[src/rtl/sr_universal_reg_if.sv]
// rtl/sr_universal_reg_if.sv - control, data and frame-status bundle for sr_universal_reg
interface sr_universal_reg_if #(
    parameter int WIDTH = 8
);
    logic             write;
    logic [1:0]       mode;
    logic [WIDTH-1:0] inp;
    logic             sin;
    logic [WIDTH-1:0] q;
    logic             sout;
    logic             busy;
    logic             done;

    modport master (
        output write, mode, inp, sin,
        input  q, sout, busy, done
    );

    modport slave (
        input  write, mode, inp, sin,
        output q, sout, busy, done
    );
endinterface

[src/rtl/sr_universal_reg.sv]
// rtl/sr_universal_reg.sv - universal shift register: hold/load/shift-in/PISO frame (SR_UNIV_PARITY_EN adds even parity bit)
module sr_universal_reg #(
    parameter int               WIDTH   = 8,
    parameter logic [WIDTH-1:0] RST_VAL = '0
) (
    input  logic              clk,
    input  logic              reset,
    sr_universal_reg_if.slave bus
);
`ifdef SR_UNIV_PARITY_EN
    localparam int FRAME = WIDTH + 1;
`else
    localparam int FRAME = WIDTH;
`endif
    localparam int CW = $clog2(WIDTH + 1);

    typedef enum logic {IDLE, SHIFT} state_t;

    state_t           state, state_next;
    logic [WIDTH-1:0] q_reg, q_next;
    logic [CW-1:0]    cnt, cnt_next;
    logic             done_reg, done_next;
    logic             fill;

`ifdef SR_UNIV_PARITY_EN
    // Parity rides into q as the first zero-fill bit, so it leaves sout right after the LSB.
    logic par, par_next;
    assign fill = par;
`else
    assign fill = 1'b0;
`endif

    always_ff @(posedge clk or negedge reset) begin
        if (!reset) begin
            state    <= IDLE;
            q_reg    <= RST_VAL;
            cnt      <= '0;
            done_reg <= 1'b0;
`ifdef SR_UNIV_PARITY_EN
            par      <= 1'b0;
`endif
        end else begin
            state    <= state_next;
            q_reg    <= q_next;
            cnt      <= cnt_next;
            done_reg <= done_next;
`ifdef SR_UNIV_PARITY_EN
            par      <= par_next;
`endif
        end
    end

    always_comb begin
        state_next = state;
        case (state)
            IDLE:    if (bus.write && bus.mode == 2'b11) state_next = SHIFT;
            SHIFT:   if (cnt == '0) state_next = IDLE;
            default: state_next = IDLE;
        endcase
    end

    always_comb begin
        q_next    = q_reg;
        cnt_next  = cnt;
        done_next = 1'b0;
`ifdef SR_UNIV_PARITY_EN
        par_next  = par;
`endif
        case (state)
            IDLE: begin
                if (bus.write) begin
                    case (bus.mode)
                        2'b01: q_next = bus.inp;
                        2'b10: q_next = {q_reg[WIDTH-2:0], bus.sin};
                        2'b11: begin
                            q_next   = bus.inp;
                            cnt_next = CW'(FRAME - 1);
`ifdef SR_UNIV_PARITY_EN
                            par_next = ^bus.inp;
`endif
                        end
                        default: q_next = q_reg;
                    endcase
                end
            end
            SHIFT: begin
                q_next = {q_reg[WIDTH-2:0], fill};
`ifdef SR_UNIV_PARITY_EN
                par_next = 1'b0;
`endif
                if (cnt == '0) done_next = 1'b1;
                else           cnt_next  = cnt - CW'(1);
            end
            default: q_next = q_reg;
        endcase
    end

    assign bus.q    = q_reg;
    assign bus.sout = q_reg[WIDTH-1];
    assign bus.busy = (state == SHIFT);
    assign bus.done = done_reg;
endmodule
[src/flat_wrapper.sv]
// flat-port wrapper written by rule: the top's interface ports become plain ports
module sr_universal_reg_flat 
#(
    parameter int               WIDTH   = 8,
    parameter logic [WIDTH-1:0] RST_VAL = '0
)
  (clk, reset, bus_write, bus_mode, bus_inp, bus_sin, bus_q, bus_sout, bus_busy, bus_done);
  sr_universal_reg_if #(.WIDTH(WIDTH)) bus_i ();
  input  logic clk;
  input  logic reset;
  input wire logic [$bits(bus_i.write)-1:0] bus_write;
  input wire logic [$bits(bus_i.mode)-1:0] bus_mode;
  input wire logic [$bits(bus_i.inp)-1:0] bus_inp;
  input wire logic [$bits(bus_i.sin)-1:0] bus_sin;
  output wire logic [$bits(bus_i.q)-1:0] bus_q;
  output wire logic [$bits(bus_i.sout)-1:0] bus_sout;
  output wire logic [$bits(bus_i.busy)-1:0] bus_busy;
  output wire logic [$bits(bus_i.done)-1:0] bus_done;
  assign bus_i.write = bus_write;
  assign bus_i.mode = bus_mode;
  assign bus_i.inp = bus_inp;
  assign bus_i.sin = bus_sin;
  assign bus_q = bus_i.q;
  assign bus_sout = bus_i.sout;
  assign bus_busy = bus_i.busy;
  assign bus_done = bus_i.done;
  sr_universal_reg #(.WIDTH(WIDTH), .RST_VAL(RST_VAL)) u_core (.clk(clk), .reset(reset), .bus(bus_i));
endmodule
[config.mk]
export PLATFORM = sky130hd
export DESIGN_NAME = sr_universal_reg_flat
export DESIGN_NICKNAME = d
export VERILOG_FILES = /design/src/rtl/sr_universal_reg_if.sv /design/src/rtl/sr_universal_reg.sv /design/src/flat_wrapper.sv
export SDC_FILE = /design/constraint.sdc
export NUM_CORES = 1
export LEC_CHECK = 0
export CORE_UTILIZATION = 47
export CTS_BUF_LIST = sky130_fd_sc_hd__clkbuf_8
export CTS_CLUSTER_SIZE = 25
export DETAILED_ROUTE_END_ITERATION = 10
export MAX_ROUTING_LAYER = met4
export PLACE_DENSITY = 0.78
export SETUP_SLACK_MARGIN = 0.1
export SYNTH_ARGS = -nofsm -noshare
export SYNTH_HDL_FRONTEND = slang
export SYNTH_SLANG_ARGS = --single-unit
[constraint.sdc]
create_clock -name clk -period 1.64 [get_ports clk]
set_clock_uncertainty 0.2 [all_clocks]
set_input_delay 0.41 -clock clk [delete_from_list [all_inputs] [get_ports clk]]
set_output_delay 0.41 -clock clk [all_outputs]
set_load 0.1 [all_outputs]
=== Yosys cells after proc, flatten, opt, wreduce, memory -nomap -nowiden ===
Index checks and enable logic that the tools add are counted.

* Register bits after elaboration: 14
* Latch bits: 0
* RAM bits: 0
* Bits in read-only memories: 0
* Word-level logic and storage cells: 30
* Memories kept: 0

* Add/subtract/negate cells: 1
* Multiply operators: 0
* Div/mod/pow operators: 0
* $lt $le $gt $ge: 0
* Eq/ne operators: 7
* Shift operators: 0
* Mux-type cells: 12
* Bitwise logic cells: 1
* Reductions and logical operators: 5

{| class="wikitable"
|+ Operators by type and width
! cell !! count
|-
| 8-bit case mux with 2 select lines || 2
|-
| 4-bit two-way mux || 3
|-
| 8-bit two-way mux || 1
|-
| 4-bit case mux with 2 select lines || 1
|-
| 2-bit == test (second input constant) || 2
|-
| 4-bit zero test || 1
|-
| 1-bit two-way mux || 4
|-
| 2-bit != test (second input constant) || 2
|-
| 4-bit by 1-bit subtractor with 4-bit output (second input constant) || 1
|-
| 3-bit != test (second input constant) || 1
|-
| 3-bit AND reduction || 1
|-
| 2-bit by 1-bit == test with 1-bit output (second input constant) || 1
|-
| 2-bit by 1-bit != test with 1-bit output (second input constant) || 1
|-
| 1-bit case mux with 2 select lines || 1
|-
| 2-bit AND reduction || 1
|-
| 2-bit OR reduction || 1
|-
| 1-bit logical AND || 1
|-
| 1-bit NOT || 1
|}

=== Logic depth before layout (Yosys ltp) ===
* Word-level depth: 5
* Gate-level depth with buffers: 6
* Depth with buffers taken out: 6

=== Worst setup path after synthesis ===
OpenSTA, ideal clock, no wires.

* Kind: flip-flop to flip-flop
* From: reg u_core.state (netlist: u_core.bus.busy)
* To: reg u_core.q_reg[7] (netlist: u_core.bus.q[7])
* Arrival time: 1.853 ns
* Data required time: 1.314 ns
* Setup slack: -0.539 ns
* Cell stages (with the launch flop): 5
* Path buffers: 2
* Cells stage by stage: dfrtp_1 buf_2 nand2b_1 buf_4 mux2_4

* Word-level cells in the longest chain between the ends: 3
* Elaborated cells between the ends (all ways): 5
* Classes of those cells: eq/ne: 2; mux: 1; bitwise: 1; reduce/logical: 1

{| class="wikitable"
|+ RTL lines
! item !! RTL line !! source
|-
| from (decl) || sr_universal_reg.sv:19 || <nowiki>state_t state, state_next;</nowiki>
|-
| from (signal assigned) || sr_universal_reg.sv:43 || <nowiki>state <= state_next;</nowiki>
|-
| 1-bit NOT || sr_universal_reg.sv:69 || <nowiki>case (state)</nowiki>
|-
| 3-bit != test (no source line) or 2-bit != test (tied branches) || n/a ||
|-
| 2-bit AND reduction (no source line) || n/a ||
|-
| to (signal assigned) || sr_universal_reg.sv:44 || <nowiki>q_reg <= q_next;</nowiki>
|-
| to (decl) || sr_universal_reg.sv:20 || <nowiki>logic [WIDTH-1:0] q_reg, q_next;</nowiki>
|}

Several ways; a longest one is shown, not always the timed one.
A chain may end at the register's enable or synchronous reset.

=== Worst setup path after layout ===
* From: reg u_core.state (netlist: u_core.bus.busy)
* To: reg u_core.q_reg[6] (netlist: u_core.bus.q[6])

The elaborated chain is that of the path after synthesis.

==> metrics.md <==
| Metric | Value |
|---|---|
| Status | `finished, violations left` |
| Violated checks | `negative setup slack` |
| Post-layout min period | `between 1.5 and 2 ns` |
| I/O pins | `25` |
| Vias per cell | `5.950` |
| Final weighted congestion in routability-driven placement | `between 0.7 and 0.8` |
| First-pass GRT wire length | `3622 um` |
| Die Ht | `between 40 and 50 um` |
| CTS buffer count | `3` |
| RSZ-0062 raised after global routing | `yes` |
| Root buffer cell | `clkbuf_8` |
| Placed Instances | `around 110` |
| Starting density of the core | `about half` |
| Data required, critical path | `about 1.6 ns` |
| Layout cells sized above 1 | `56.31%` |
| Post-Synthesis Cells | `63` |
| Max-slew headroom | `between 70% and 80%` |
| Diode count | `0` |
| Worst path max stage delay | `about 0.50 ns` |
| Synthesis-to-finish area growth | `77.20%` |
| Setup TNS | `-0.1761 ns` |
| TritonCTS Sinks | `14` |
| Worst Path Buf+Inv | `1` |
| 1st-pass router iterations | `4` |
| Most frequent cells in the layout | `mux2_4 (14), buf_12 (12), buf_4 (11), dfrtp_1 (11), clkdlybuf4s50_1 (10)` |
| Clock-pin slew on the worst setup and hold paths | `approximately 0.060 ns` |
| Grt total ovfl | `0` |
| Most common cell after layout, fill and taps aside | `mux2_4` |
| Port bufs | `24` |
| Die span in x | `~43 um` |
| Final Hold Vio Count | `0` |
| ANT nets after route | `0` |
| YS warnings | `0` |
| Cell family with most CP delay | `multiplexers` |
| Skew-Pair Late Insertion Delay | `between 0.2 and 0.3 ns` |
| Total detailed-routing wirelength | `about 2700 um` |
| Hold WC Path Type | `input port to asynchronous set/reset pin` |
| Largest net degree at the start of global routing | `15` |
| Slew Limit Fails | `0` |
| Actual slew at the worst max-slew pin | `0.2984 ns` |
| Initial DRC Count | `9` |
| Crit. End Element | `register` |
| Reg2reg setup slack | `-0.03 ns` |
| CTS tree | `done` |
| Worst path slowest cell | `dfrtp_4` |
| HPWL Detailed | `1391 um` |
| Num rows | `14` |
| Leakage | `0.6676 nW` |
| Fmax | `around 0.6 GHz` |
| Sequential-to-total area share from yosys stat | `44.03%` |
| Syn avg cell area | `12.63 sq um` |
| Post-Layout Inst Area | `between 1000 and 1500 sq um` |
| Vias in the first global route | `between 700 and 800` |
| Power Density | `roughly 2300 nW/um^2` |
| Full die area | `about 1900 sq um` |
| # H-tree levels | `1` |
| # DRC | `0` |
| Worst vdd ir | `around 1.7 mV` |
| Final WS setup | `-0.03409 ns` |
| Initial antenna violation count | `0` |
| Vias | `708` |
| Clock Tree Buf Depth | `2` |
| CP Launch Type | `register` |
| Netlist cell types | `23` |
| WP data arrival | `between 1.5 and 2 ns` |
| DP Area | `around 1200 sq um` |
| Hold buffers post-CTS | `0` |
| Pwr Total | `~0.0033 W` |
| Cell Chain, Critical Path | `nor2b_4 -> buf_12 -> mux2_4 -> mux2_4` |
| Cell repeated most along the worst path | `mux2_4` |
| Max-cap violations | `0` |
| Core Util, Final | `91.48%` |
| Final Cycle Share | `102.1%` |
| Setup Viol. Count Final | `8` |
| Nets | `120` |
| Critical setup path kind | `register to register` |
| Cell Count, Final, Fillers Out | `approximately 120` |
| WL per Instance | `between 20 and 25 um` |
| Post-Synthesis Cell Area | `795.8 sq um` |
| Global-route usage over all layers | `about 29%` |
| Worst-path maximum fanout | `7` |
| Core area | `~1500 sq um` |
| Yosys reg bits | `14` |
| # fillers | `53` |
| Post-synthesis net count | `79` |
| Max reg flops | `8` |
==> report_power, final <==
part           internal [W]  leakage [nW]  total [W]  switching [W]
Combinational       0.00102         0.468    0.00225        0.00123
Sequential         0.000503         0.171   0.000697       0.000194
Clock              0.000213        0.0288   0.000340       0.000127
Total               0.00173         0.668    0.00328        0.00155
==> worst paths after layout <==
path	depth (start not counted)	from	to
max	4	u_core.bus.busy	u_core.bus.q[6]
min	2	reset	u_core.bus.q[1]
max reg2reg	4	u_core.bus.busy	u_core.bus.q[6]
min reg2reg	2	u_core.cnt[3]	u_core.cnt[3]
max in group asynchronous	2	reset	u_core.bus.q[7]
min in group clk	2	u_core.cnt[3]	u_core.cnt[3]
==> stage by stage <==
stage          worst slack [ns]  hold WS [ns]
6_report               -0.03409        0.2823
5_1_grt                -0.04980        0.2983
4_1_cts                -0.02167        0.2875
3_5_place_dp            -0.5018        0.3397
3_3_place_gp            -0.4497        0.3093
2_1_floorplan           -0.1213      -0.08559
==> kinds of logic after synthesis <==
logic type / count (synthesis) / synth area share [%]
AND/OR/NAND/NOR: 13 / 10.69
flip-flops: 14 / 44.03
adder cells (fa/ha/maj): 2 / 3.144
buffers and inverters: 10 / 6.760
multiplexers: 14 / 26.41
AO/OA/AOI/OAI: 10 / 8.962
==> timing repair <==
action / CTS / global route
pin swaps: 1 / 4
resized for setup: 8 / 12
setup endpoints to repair: 15 / 16
setup buffers: 4 / 5
==> routing by layer <==
| metal | share of wire (%) | up-vias | track usage, % |
|---|---|---|---|
| li1 | - | 303 | - |
| met1 | 42 | 369 | 32.70 |
| met2 | 51 | 28 | 49.25 |
| met3 | 4.2 | 8 | 8.085 |
| met4 | 2.8 | 0 | 6.667 |
| met5 | 0 | - | - |
==> layout make-up <==
cell class	instances	area (sq um)	area share [%]
sequential	14	359.1	25.47
clock buffer	4	55.05	3.904
tap	16	20.02	1.420
timing repair buffer	40	505.5	35.85
multi-input combinational	39	447.9	31.77
inverter	6	22.52	1.597
==> cell usage after synthesis <==
master      n  area share, %
dfrtp_1    14             44
mux2_4     14             26
inv_1       5            2.4
a31oi_1     3            2.4
nor2_1      3            1.4
o21a_1      3            2.8
buf_4       2            1.9
ha_1        2            3.1
nand2_1     2           0.94
nand3_1     2            1.3
a311oi_1    1            1.1
buf_2       1           0.63
buf_6       1            1.4
inv_2       1           0.47
nand2b_1    1           0.79
nand4_1     1           0.79
nand4b_1    1            1.1
nand4bb_2   1            2.0
nor2b_4     1            1.7
nor3_1      1           0.63
o211ai_1    1           0.94
o21ai_0     1           0.63
o221ai_1    1            1.1
Power figures use the tool's default switching activity.
